===== config.mk =====
export PLATFORM = sky130hd
export DESIGN_NAME = mau_reliable_flowstate_ctrl
export DESIGN_NICKNAME = d
export VERILOG_FILES = /design/src/rtl/mau_reliable_flowstate_ctrl.sv
export SDC_FILE = /design/constraint.sdc
export NUM_CORES = 1
export LEC_CHECK = 0
export ABC_CLOCK_PERIOD_IN_PS = 2100
export CAP_MARGIN = 20
export CORE_MARGIN = 2
export CORE_UTILIZATION = 28
export CTS_BUF_LIST = sky130_fd_sc_hd__clkbuf_8
export CTS_CLUSTER_DIAMETER = 80
export DETAILED_ROUTE_END_ITERATION = 8
export PLACE_DENSITY = 0.89
export RECOVER_POWER = 50
export SYNTH_ARGS = -nofsm -noshare
export SYNTH_HDL_FRONTEND = slang
export SYNTH_SLANG_ARGS = --single-unit

===== constraint.sdc =====
create_clock -name clk -period 2.1 [get_ports clk]
set_clock_uncertainty 0.1 [all_clocks]
set_input_delay 0.525 -clock clk [delete_from_list [all_inputs] [get_ports clk]]
set_output_delay 0.525 -clock clk [all_outputs]
set_load 0.01 [all_outputs]

===== src/rtl/mau_reliable_flowstate_ctrl.sv =====
// -----------------------------------------------------------------------------
// mau_reliable_flowstate_ctrl
//
// Purpose:
//   Owns the single write port of the reliable-send flowstate table (one RPN
//   counter per flow index) and arbitrates it between three requesters with
//   fixed priority: datapath writeback > clear sweep > control-plane write.
//   Also sequences the table read port for control-plane reads.
//
// Build option:
//   MAU_RELIABLE_FLOWSTATE_CTRL_STATS_EN
//     defined   : stat_dp_defer_o counts cycles a pending cfg/clear write lost
//                 the port to a datapath write (saturating).
//     undefined : stat_dp_defer_o tied to 0, no counter flops.
//
// Ports:
//   clk, rst                 clock, synchronous active-high reset
//   dp_wr_valid_i/addr/data  datapath writeback (never back-pressured)
//   cfg_req_*_i / _ready_o   control-plane request (valid/ready handshake)
//   cfg_rsp_valid_o/rdata_o  1-cycle response pulse; rdata is 0 on writes
//   clear_start_i            pulse: start a full-table clear sweep
//   busy_o                   clear sweep in progress
//   tbl_wr_*_o               table RAM write port
//   tbl_rd_en_o/addr_o       table RAM read port (data returns 1 cycle later)
//   tbl_rd_data_i            table RAM read data
//   stat_dp_defer_o          deferred-write cycle counter
// -----------------------------------------------------------------------------
module mau_reliable_flowstate_ctrl #(
    parameter int FLOWSTATE_WIDTH = 32,
    parameter int ADDR_WIDTH      = 10,
    parameter bit CLR_ON_RESET    = 1'b1
) (
    input  logic                       clk,
    input  logic                       rst,
    input  logic                       dp_wr_valid_i,
    input  logic [ADDR_WIDTH-1:0]      dp_wr_addr_i,
    input  logic [FLOWSTATE_WIDTH-1:0] dp_wr_data_i,
    input  logic                       cfg_req_valid_i,
    output logic                       cfg_req_ready_o,
    input  logic                       cfg_req_write_i,
    input  logic [ADDR_WIDTH-1:0]      cfg_req_addr_i,
    input  logic [FLOWSTATE_WIDTH-1:0] cfg_req_wdata_i,
    output logic                       cfg_rsp_valid_o,
    output logic [FLOWSTATE_WIDTH-1:0] cfg_rsp_rdata_o,
    input  logic                       clear_start_i,
    output logic                       busy_o,
    output logic                       tbl_wr_en_o,
    output logic [ADDR_WIDTH-1:0]      tbl_wr_addr_o,
    output logic [FLOWSTATE_WIDTH-1:0] tbl_wr_data_o,
    output logic                       tbl_rd_en_o,
    output logic [ADDR_WIDTH-1:0]      tbl_rd_addr_o,
    input  logic [FLOWSTATE_WIDTH-1:0] tbl_rd_data_i,
    output logic [31:0]                stat_dp_defer_o
);

    // state    | meaning
    // IDLE     | serving cfg requests; datapath writes pass straight through
    // RD_WAIT  | RAM read in flight; capture read data for the response
    // CLEAR    | sweeping zeros over the whole table, busy asserted
    typedef enum logic [1:0] {
        ST_IDLE    = 2'd0,
        ST_RD_WAIT = 2'd1,
        ST_CLEAR   = 2'd2
    } state_t;

    localparam state_t                RST_STATE = CLR_ON_RESET ? ST_CLEAR : ST_IDLE;
    localparam logic [ADDR_WIDTH-1:0] CLR_LAST  = '1;

    state_t                       state_q, state_d;
    logic [ADDR_WIDTH-1:0]        clr_ptr_q, clr_ptr_d;
    logic                         rsp_valid_q, rsp_valid_d;
    logic [FLOWSTATE_WIDTH-1:0]   rsp_rdata_q, rsp_rdata_d;

    always_ff @(posedge clk) begin
        if (rst) begin
            state_q     <= RST_STATE;
            clr_ptr_q   <= '0;
            rsp_valid_q <= 1'b0;
            rsp_rdata_q <= '0;
        end else begin
            state_q     <= state_d;
            clr_ptr_q   <= clr_ptr_d;
            rsp_valid_q <= rsp_valid_d;
            rsp_rdata_q <= rsp_rdata_d;
        end
    end

    // The write/read port is driven combinationally so a datapath write lands
    // in the same cycle as its strobe. Everything is held at reset values while
    // rst is high so the RAM sees no traffic during reset.
    always_comb begin
        state_d         = state_q;
        clr_ptr_d       = clr_ptr_q;
        rsp_valid_d     = 1'b0;
        rsp_rdata_d     = '0;
        cfg_req_ready_o = 1'b0;
        tbl_wr_en_o     = 1'b0;
        tbl_wr_addr_o   = '0;
        tbl_wr_data_o   = '0;
        tbl_rd_en_o     = 1'b0;
        tbl_rd_addr_o   = '0;

        if (!rst) begin
            if (dp_wr_valid_i) begin
                tbl_wr_en_o   = 1'b1;
                tbl_wr_addr_o = dp_wr_addr_i;
                tbl_wr_data_o = dp_wr_data_i;
            end

            case (state_q)
                ST_IDLE: begin
                    // clear_start beats any cfg request presented the same cycle
                    if (clear_start_i) begin
                        state_d   = ST_CLEAR;
                        clr_ptr_d = '0;
                    end else begin
                        cfg_req_ready_o = ~dp_wr_valid_i;
                        if (cfg_req_valid_i && !dp_wr_valid_i) begin
                            if (cfg_req_write_i) begin
                                tbl_wr_en_o   = 1'b1;
                                tbl_wr_addr_o = cfg_req_addr_i;
                                tbl_wr_data_o = cfg_req_wdata_i;
                                rsp_valid_d   = 1'b1;
                            end else begin
                                tbl_rd_en_o   = 1'b1;
                                tbl_rd_addr_o = cfg_req_addr_i;
                                state_d       = ST_RD_WAIT;
                            end
                        end
                    end
                end

                ST_RD_WAIT: begin
                    // Read data is registered into the response, giving a
                    // 2-cycle request-to-response latency.
                    rsp_valid_d = 1'b1;
                    rsp_rdata_d = tbl_rd_data_i;
                    state_d     = ST_IDLE;
                end

                ST_CLEAR: begin
                    if (!dp_wr_valid_i) begin
                        tbl_wr_en_o   = 1'b1;
                        tbl_wr_addr_o = clr_ptr_q;
                        tbl_wr_data_o = '0;
                        if (clr_ptr_q == CLR_LAST) begin
                            state_d   = ST_IDLE;
                            clr_ptr_d = '0;
                        end else begin
                            clr_ptr_d = clr_ptr_q + ADDR_WIDTH'(1);
                        end
                    end
                end

                default: begin
                    state_d = ST_IDLE;
                end
            endcase
        end
    end

    assign busy_o          = (state_q == ST_CLEAR);
    assign cfg_rsp_valid_o = rsp_valid_q;
    assign cfg_rsp_rdata_o = rsp_rdata_q;

`ifdef MAU_RELIABLE_FLOWSTATE_CTRL_STATS_EN
    logic [31:0] stat_q, stat_d;
    logic        dp_defer;

    // A pending cfg write counts as deferred even though the datapath owns the
    // port regardless of what the cfg side asked for.
    assign dp_defer = dp_wr_valid_i &&
                      ((state_q == ST_CLEAR) ||
                       ((state_q == ST_IDLE) && cfg_req_valid_i && cfg_req_write_i));

    always_comb begin
        stat_d = stat_q;
        if (dp_defer && (stat_q != 32'hFFFF_FFFF)) begin
            stat_d = stat_q + 32'd1;
        end
    end

    always_ff @(posedge clk) begin
        if (rst) begin
            stat_q <= '0;
        end else begin
            stat_q <= stat_d;
        end
    end

    assign stat_dp_defer_o = stat_q;
`else
    assign stat_dp_defer_o = '0;
`endif

endmodule


==> reports/metrics.yaml, run 1 <==
status: "finished with violations"
ant_nets: 0
synthToLayoutAreaGrowth_pct: 111
die_w_um: 98.4
p_per_area_nw_per_um2: 380
h-tree-depth: 2
synth_mux_area_share_pct: 0
die-area_um2: 9690
synthAdderAreaFrac_pct: 0.501
rows: 34
design_area_um2: 5260
fill_cells: 721
hold_class: "in2reg"
grt_max_degree: 49
placed_cell_area_um2: 4770
p_comb_share_pct: 24.9
fin_cells: 665
gp_congestion: 0.888
synth.area.top_cells: "dfxtp_1 (36%), buf_4 (11%), and2_1 (11%), a22oi_1 (9.9%), nor2_1 (7.4%)"
multi_input_area_um2: 1550
cp_max_fo: 4
post-route-period-util_pct: 128
drv_cap: 0
power_frac_clock_pct: 32.3
synthArstFlopShare_pct: 0
start_util_pct: 28.8
clockBufferDepth: 2
grt_pass1_wl_mm: 17.1
syn_avg_cell_area_um2: 8.22
crit_type: "in2out"
antenna_found_initial: 1
vdd_drop_max_mv: 0.567
finalHoldViolations: 0
synth_seq_area_share_pct: 36.1
routed_wl_mm: 11.1
reg2reg_slack_ns: 0.42
synth_top_family_by_area: "simple AND/OR/NAND/NOR gates"
required_ns: 1.47
fin_setup_tns_ns: -26.82
postCtsHoldBufs: 0
p_int_uw: 1500
setup_viol: 55
synth_compound_area_share_pct: 20.8
yosysTopAreaCell: "dfxtp_1"
violations: "negative setup slack"
overflow: 0
vias: 3217
synth_seq_cells: 45
place_hpwl_mm: 8.12
clkLatencyLatePin_ns: 0.29
port_buffers: 210
root_buffer: "clkbuf_8"
synthSimpleGateAreaFrac_pct: 28.0
seq_area_um2: 903
rsz0062_at_grt: "yes"
final_cell_mix: "clkdlybuf4s50_1 (148), buf_2 (47), nor2_1 (45), dfxtp_1 (43)"
cts_tree: "built"
pre_cts_ws_ns: -1.17
crit_path_end_kind: "output pin"
design.core.area_um2: 8680
die_h_um: 98.4
numCtsBuffers: 5
drt_iter0_markers: 155
final_nets: 678
setup_ws_ns: -0.597
startpoint_type: "input pin"
clkSinkCount: 45
p_switching_uw: 496
place_inst: 626
pwr-share-seq_pct: 42.9
post_drt_wl_per_cell_um: 16.8
first_pass_iters: 8
finalMaxSlewViolations: 0
leakage_uw: 0.00220
drt-vias-per-instance: 4.84
swShare_pct: 24.8
synth_top_area_share_pct: 36.1
clk_pin_slew_ns: 0.08
arrival_ns: 2.07
first_global_vias: 3237
syn_area_um2: 2500
layout_min_cycle_time_ns: 2.70
ys.flop_type: "dfxtp_1"
io_pins: 243
yosys_warnings: 0
drc: 0
synthesis.instances: 304
ys_types: 40
grt_util_all_layers_pct: 21.7
final_common_cell: "clkdlybuf4s50_1"
final_util_pct: 60.6
synth_edf_count: 0
fmax_mhz: 371
drive_gt1_share_pct: 31.7
synth_xor_area_share_pct: 0
[cell families (layout without fill, tap and decap cells)]
| kind of cell | Yosys count | after routing |
|---|---|---|
| AOI/OAI and AO/OA | 71 | 71 |
| adders and majority gates | 1 | 1 |
| buffers and inverters | 57 | 278 |
| DFF | 45 | 45 |
| other | 1 | 33 |
| and+or+nand+nor | 129 | 129 |
[per-layer routing]
metal	up-vias	GRT usage, %	part of all wire (%)
li1	1514	-	-
met1	1508	24.3	37
met2	179	41.0	52
met3	16	5.39	9.0
met4	0	4.95	1.7
met5	-	0	0
[power groups by stage]
| stage | Sequential (uW) | Clock [uW] | Combinational (uW) |
|---|---|---|---|
| after floorplan | 879 | 0 | 184 |
| after global placement | 878 | 0 | 486 |
| after detailed placement | 878 | 0 | 489 |
| after CTS | 857 | 662 | 489 |
| after global routing | 858 | 699 | 529 |
| final | 857 | 646 | 497 |
[critical path, stage by stage]
cell,delay [ns]
buf_6,0.09
or4_4,0.55
nor2_4,0.11
buf_6,0.13
buf_12,0.12
buf_16,0.11
buf_6,0.09
a22oi_2,0.06
nor2_2,0.14
buf_2,0.14
[cells in the mapped netlist, types with 2 or more instances]
cell,instances
a211oi_1,2
a21o_1,2
a21oi_1,11
a222oi_1,9
a22oi_1,33
a41oi_1,2
and2_1,43
and3_1,2
buf_4,37
clkbuf_1,15
dfxtp_1,45
inv_1,3
nand2_1,8
nand2b_1,4
nand3_1,4
nand3b_1,3
nand4_1,5
nor2_1,49
nor3_1,2
o21ai_0,5
[worst paths after layout]
| check | cells after the start | endpoint | startpoint |
|---|---|---|---|
| worst max register to register | 5 | clr_ptr_q[7] | state_q[1] |
| worst min register to register | 2 | clr_ptr_q[4] | clr_ptr_q[4] |
| worst max-delay path | 10 | tbl_wr_data_o[0] | clear_start_i |
| worst min-delay path | 2 | state_q[0] | cfg_req_write_i |
[layout make-up]
| cell class | count | area share (%) |
|---|---|---|
| inverters | 3 | 0.214 |
| diodes | 1 | 0.0476 |
| clock inverters | 3 | 0.809 |
| flip-flops and latches | 45 | 17.2 |
| repair buffers | 267 | 48.5 |
| multi-input cells | 233 | 29.4 |
| well taps | 108 | 2.57 |
| clock buffers | 5 | 1.31 |
[what timing repair did]
| action | CTS | global route |
|---|---|---|
| endpoints found under the setup margin | 61 | 56 |
| buffers inserted | 21 | 8 |
| pin swaps | 50 | 49 |
| resized for setup | 293 | 13 |
| hold endpoints to repair | 0 | 0 |
| cloned | 6 | 0 |
[per-stage QoR]
| stage | hold slack, ns | power (uW) |
|---|---|---|
| detailed placement | 0.434 | 1370 |
| global route | 0.453 | 2090 |
| finish | 0.441 | 2000 |
| global placement | 0.418 | 1360 |
| CTS | 0.433 | 2010 |
| floorplan | 0.384 | 1060 |
[flip-flops by register name, summed over array words and instances (netlist names)]
| name | cells |
|---|---|
| cfg_rsp_rdata_o | 32 |
| cfg_rsp_valid_o | 1 |
| clr_ptr_q | 10 |
| state_q | 2 |
Note: power is estimated with default switching activity, not from simulation.
==> inputs of run 2 (changes only) <==
--- a/config.mk
+++ b/config.mk
@@ -14,6 +14,7 @@
 export DETAILED_ROUTE_END_ITERATION = 8
 export PLACE_DENSITY = 0.89
 export RECOVER_POWER = 50
+export SETUP_SLACK_MARGIN = 0.1
 export SYNTH_ARGS = -nofsm -noshare
 export SYNTH_HDL_FRONTEND = slang
 export SYNTH_SLANG_ARGS = --single-unit
==> reports/metrics.yaml, run 2 (synthesis results as in run 1) <==
hold_depth: 2
crit_path_end_kind: "output pin"
status: "finished with violations"
place_hpwl_mm: 8.03
overflow: 0
setup_viol: 55
root_buffer: "clkbuf_8"
drv_cap: 0
die_w_um: 98.4
final_nets: 677
slowest_stage: "or4_4"
post-route-period-util_pct: 136
diodes: 0
p_per_area_nw_per_um2: 380
io_pins: 243
required_ns: 1.47
finalHoldViolations: 0
design.core.area_um2: 8680
worstMarginPinSlew_ns: 0.748
power_uw: 1980
crit_start: "clear_start_i"
critPathTopFamily: "simple AND/OR/NAND/NOR gates"
clkSinkCount: 45
leakage_uw: 0.00221
synthToLayoutAreaGrowth_pct: 109
drc: 0
drt-vias-per-instance: 4.84
largest_reg_flops: 32
fmax_mhz: 351
path_depth: 9
violations: "negative setup slack"
pwr-share-seq_pct: 43.5
p_comb_share_pct: 25.4
layout_min_cycle_time_ns: 2.85
first_pass_iters: 5
rows: 34
die_h_um: 98.4
fin_cells: 662
rsz0062_at_grt: "yes"
max-slew-margin-rel_pct: 50.1
startpoint_type: "input pin"
routed_wl_mm: 11.2
crit_type: "in2out"
vdd_drop_max_mv: 0.341
setup_ws_ns: -0.748
vias: 3205
clockBufferDepth: 2
first_global_vias: 3272
drt_iter0_markers: 314
finalMaxSlewViolations: 0
arrival_ns: 2.22
final_common_cell: "clkdlybuf4s50_1"
die-area_um2: 9690
antenna_found_initial: 0
reg2reg_from: "state_q[0]"
path_cells: "buf_6 > or4_4 > buf_6 > nor4b_4 > buf_2 > buf_6 > buf_4 > and2_4 > buf_6"
hold_class: "in2reg"
postCtsHoldBufs: 0
clkLatencyLatePin_ns: 0.28
cp_max_fo: 3
p_int_uw: 1500
clk_pin_slew_ns: 0.08
crit_buf_inv: 6
final_cell_mix: "clkdlybuf4s50_1 (144), nor2_1 (46), buf_2 (46), dfxtp_1 (43), buf_6 (34)"
drive_gt1_share_pct: 31.9
place_inst: 625
pre_cts_ws_ns: -1.11
p_switching_uw: 476
power_frac_clock_pct: 31.1
start_util_pct: 28.8
cts_tree: "built"
endpoint: "tbl_rd_addr_o[9]"
fill_cells: 739
final_util_pct: 60.0
reg2reg_to: "clr_ptr_q[0]"
ff2ff_path_depth: 6
grt_max_degree: 33
cpMostUsedCell: "buf_6"
gp_congestion: 0.900
swShare_pct: 24.1
slowest_delay_ns: 0.54
h-tree-depth: 2
numCtsBuffers: 5
ant_nets: 0
post_drt_wl_per_cell_um: 17.0
whs_ns: 0.429
grt_util_all_layers_pct: 22.0
port_buffers: 210
grt_pass1_wl_mm: 17.0
reg2reg_slack_ns: 0.32
[run 2: cell count changes in the layout (fill, tap and decap cells not counted), moves of 3 or more]
cell | previous run | this run
dlygate4sd3_1 | 0 | 5
buf_4 | 28 | 22
clkdlybuf4s50_1 | 148 | 144
and2_1 | 27 | 33
buf_16 | 4 | 1
buf_12 | 9 | 5
buf_6 | 24 | 34
and2_0 | 7 | 0
[run 2: timing repair]
| item | in CTS | in global routing |
|---|---|---|
| cloned | 6 | 0 |
| setup endpoints to repair | 56 | 55 |
| setup buffers | 26 | 4 |
| resized for setup | 303 | 18 |
| pin swaps | 44 | 55 |
[run 2: per-layer routing]
layer  vias to the layer above  global-route usage (%)  wire length [um]
met5                         -                       0                 0
met4                         0                    7.27               242
met3                        18                    6.24              1030
met2                       176                    41.2              6000
met1                      1507                    23.7              3960
li1                       1504                       -                 -
[run 2: power by group through the flow]
stage | Clock (uW) | Sequential [uW] | Combinational, uW
6_report | 615 | 861 | 503
5_1_grt | 683 | 862 | 534
4_1_cts | 639 | 861 | 498
3_5_place_dp | 0 | 881 | 484
3_3_place_gp | 0 | 881 | 481
2_1_floorplan | 0 | 879 | 184
[run 2: cell type report]
| cell class | count | area [um^2] | share of cell area (%) |
|---|---|---|---|
| inverter | 3 | 11.3 | 0.216 |
| clock buffer | 5 | 68.8 | 1.32 |
| clock inverter | 2 | 35.0 | 0.672 |
| sequential | 45 | 903 | 17.3 |
| multi-input combinational | 233 | 1570 | 30.1 |
| timing repair buffer | 266 | 2490 | 47.8 |
| tap | 108 | 135 | 2.59 |
[run 2: how the worst min path moves through the flow]
stage	startpoint	endpoint	slack (ns)
final	cfg_req_write_i	state_q[0]	0.43
after global routing	cfg_req_write_i	state_q[0]	0.41
after CTS	cfg_req_write_i	state_q[0]	0.41
after detailed placement	clr_ptr_q[4]	clr_ptr_q[4]	0.42
after global placement	clr_ptr_q[4]	clr_ptr_q[4]	0.41
after floorplan	clr_ptr_q[4]	clr_ptr_q[4]	0.38
[run 2: per-stage QoR]
stage / instance area, um^2 / TNS (ns)
3_3_place_gp: 4740 / -56.32
6_report: 5210 / -31.56
5_1_grt: 5210 / -36.25
2_1_floorplan: 2660 / -6.09
3_5_place_dp: 4740 / -57.59
4_1_cts: 5190 / -32.65
[run 2: worst reg2reg max path: cells and delay by family (launching register included)]
family | cells | cell delay (ns)
compound gates | 1 | 0.16
buf+inv | 2 | 0.41
flops | 1 | 0.33
simple gates | 3 | 0.71
==> inputs of run 3 (changes only) <==
--- a/config.mk
+++ b/config.mk
@@ -5,14 +5,15 @@
 export SDC_FILE = /design/constraint.sdc
 export NUM_CORES = 1
 export LEC_CHECK = 0
+export ABC_AREA = 1
 export ABC_CLOCK_PERIOD_IN_PS = 2100
 export CAP_MARGIN = 20
 export CORE_MARGIN = 2
-export CORE_UTILIZATION = 28
+export CORE_UTILIZATION = 25
 export CTS_BUF_LIST = sky130_fd_sc_hd__clkbuf_8
 export CTS_CLUSTER_DIAMETER = 80
 export DETAILED_ROUTE_END_ITERATION = 8
-export PLACE_DENSITY = 0.89
+export PLACE_DENSITY = 0.79
 export RECOVER_POWER = 50
 export SETUP_SLACK_MARGIN = 0.1
 export SYNTH_ARGS = -nofsm -noshare
==> reports/metrics.yaml, run 3 <==
synth_seq_cells: 45
ant_nets: 0
drc: 0
placed_cell_area_um2: 5030
synthesis.instances: 408
finalHoldViolations: 0
synth_top_cells_by_count: "nor2_1 (83), nand2_1 (75), inv_1 (70), dfxtp_1 (45), buf_4 (32)"
numCtsBuffers: 5
finalMaxSlewViolations: 0
first_global_vias: 3376
postCtsHoldBufs: 0
vdd_drop_max_mv: 0.265
power_uw: 2190
drive_gt1_share_pct: 31.4
setup_ws_ns: -0.135
hold_depth: 2
layout_min_cycle_time_ns: 2.23
post-route-period-util_pct: 106
hold_path_startpoint: "clr_ptr_q[0]"
cts_tree: "built"
place_hpwl_mm: 8.69
start_util_pct: 25.4
ys.flop_type: "dfxtp_1"
reg2reg_to: "clr_ptr_q[9]"
grt_max_degree: 44
status: "finished with violations"
ys_types: 30
yosysMostFrequentCell: "nor2_1"
final_cell_mix: "clkdlybuf4s50_1 (149), nor2_1 (69), inv_1 (64), nand2_1 (63)"
violations: "negative setup slack"
crit_buf_inv: 7
antenna_found_initial: 1
critPathTopFamily: "buffers and inverters"
drv_cap: 0
route.met2.wl_mm: 6.22
path_cells: "buf_8 > inv_8 > buf_4 > nand3_4 > clkinvlp_4 > buf_6 > nand2_2 > o211ai_1 > nand2_1 > inv_1 > buf_2"
syn_avg_cell_area_um2: 6.69
design_area_um2: 5560
swShare_pct: 25.1
reg2reg_from: "state_q[0]"
p_comb_share_pct: 25.1
multi_input_area_um2: 1630
fill_cells: 998
h-tree-depth: 2
syn_area_um2: 2730
leakage_uw: 0.00266
p_per_area_nw_per_um2: 394
power_frac_clock_pct: 35.7
rsz0062_at_grt: "yes"
fin_setup_tns_ns: -3.20
clkSinkCount: 45
drt_iter0_markers: 124
design.core.area_um2: 10700
clk_pin_slew_ns: 0.09
cp_max_fo: 5
routed_wl_mm: 11.8
die_w_um: 108
root_buffer: "clkbuf_8"
slowest_stage: "clkinvlp_4"
p_int_uw: 1640
crit_type: "in2out"
pwr-share-seq_pct: 39.2
required_ns: 1.47
die-area_um2: 11800
reg2reg_slack_ns: 0.46
startpoint_type: "input pin"
yosys_warnings: 0
arrival_ns: 1.61
crit_path_end_kind: "output pin"
seq_area_um2: 906
die_h_um: 108
clockBufferDepth: 2
met1Wirelength_mm: 3.95
synth_edf_count: 0
grt_pass1_wl_mm: 16.3
synthArstFlopShare_pct: 0
yosysTopAreaCell: "dfxtp_1"
p_switching_uw: 549
gp_congestion: 0.964
vias: 3464
fin_cells: 793
dr_wl_met3_mm: 1.28
synth.area.top_cells: "dfxtp_1 (33%), nor2_1 (11%), nand2_1 (10%), inv_1 (9.6%), buf_4 (8.8%)"
post_drt_wl_per_cell_um: 14.9
ff2ff_path_depth: 10
largest_reg_flops: 32
synthToLayoutAreaGrowth_pct: 104
hold_class: "reg2reg"
drt-vias-per-instance: 4.37
fmax_mhz: 447
diodes: 0
overflow: 0
first_pass_iters: 4
port_buffers: 210
io_pins: 243
synth_top_area_share_pct: 33.0
slowest_delay_ns: 0.18
clkLatencyLatePin_ns: 0.29
place_inst: 765
setup_viol: 51
hold_end: "clr_ptr_q[0]"
final_common_cell: "clkdlybuf4s50_1"
final_nets: 775
grt_util_all_layers_pct: 17.7
synth_seq_area_share_pct: 33.0
rows: 38
highest_layer: "met5"
-- run 3: per-layer routing --
metal | global-route usage (%) | up-vias
met2 | 33.5 | 190
met3 | 6.33 | 24
li1 | - | 1669
met5 | 0 | -
met4 | 8.88 | 2
met1 | 16.8 | 1579
-- run 3: layout make-up --
class | count | share of cell area (%)
flip-flops and latches | 45 | 16.3
clock buffers | 5 | 1.24
repair buffers | 256 | 43.2
multi-input cells | 269 | 29.3
inverters | 74 | 5.49
well taps | 140 | 3.15
repair inverters | 1 | 0.135
clock inverters | 3 | 1.24
-- run 3: worst max-delay path by stage --
stage | startpoint | to | slack (ns) | depth (start not counted)
detailed placement | cfg_req_write_i | tbl_wr_data_o[24] | -1.07 | 9
floorplan | dp_wr_valid_i | tbl_wr_data_o[11] | 0.11 | 8
global placement | cfg_req_write_i | tbl_wr_data_o[24] | -1.05 | 9
CTS | state_q[1] | tbl_wr_data_o[24] | -0.19 | 8
finish | dp_wr_valid_i | tbl_wr_addr_o[4] | -0.13 | 11
global route | state_q[0] | tbl_wr_addr_o[4] | -0.23 | 10
-- run 3: cell families after synthesis --
| logic type | Yosys count | share of synthesized area (%) |
|---|---|---|
| DFF | 45 | 33.0 |
| buffers and inverters | 125 | 23.8 |
| and+or+nand+nor | 182 | 28.7 |
| other | 1 | 0.137 |
| adders and majority gates | 1 | 0.459 |
| AOI/OAI and AO/OA | 54 | 13.9 |
-- run 3: what timing repair did --
| action | in CTS | in global routing |
|---|---|---|
| endpoints found under the setup margin | 56 | 55 |
| gates resized for setup | 282 | 93 |
| pin swaps | 16 | 38 |
| setup buffers | 13 | 8 |
| cloned | 3 | 1 |
-- run 3: worst reg2reg max path: stages, from the launching register on --
cell and delay, ns:
dfxtp_4 0.37, nor2_4 0.15, buf_6 0.13, buf_4 0.10, buf_4 0.11, nand2_4 0.05, nand2_4 0.17, nand4_1 0.15
nor2_1 0.13, nor2_1 0.05, nor2_1 0.08
-- run 3: stage by stage --
stage	worst slack (ns)	utilization, %	hold WS [ns]
final	-0.135	51.8	0.444
after global routing	-0.231	51.8	0.483
after CTS	-0.186	48.5	0.437
after detailed placement	-1.07	46.8	0.423
after global placement	-1.05	46.8	0.384
after floorplan	0.108	-	0.369
-- run 3: power groups by stage --
| stage | sequential [uW] | combinational (uW) | clock (uW) |
|---|---|---|---|
| floorplan | 879 | 216 | 0 |
| global placement | 879 | 514 | 0 |
| detailed placement | 879 | 515 | 0 |
| CTS | 859 | 506 | 816 |
| global route | 859 | 585 | 842 |
| finish | 858 | 550 | 782 |
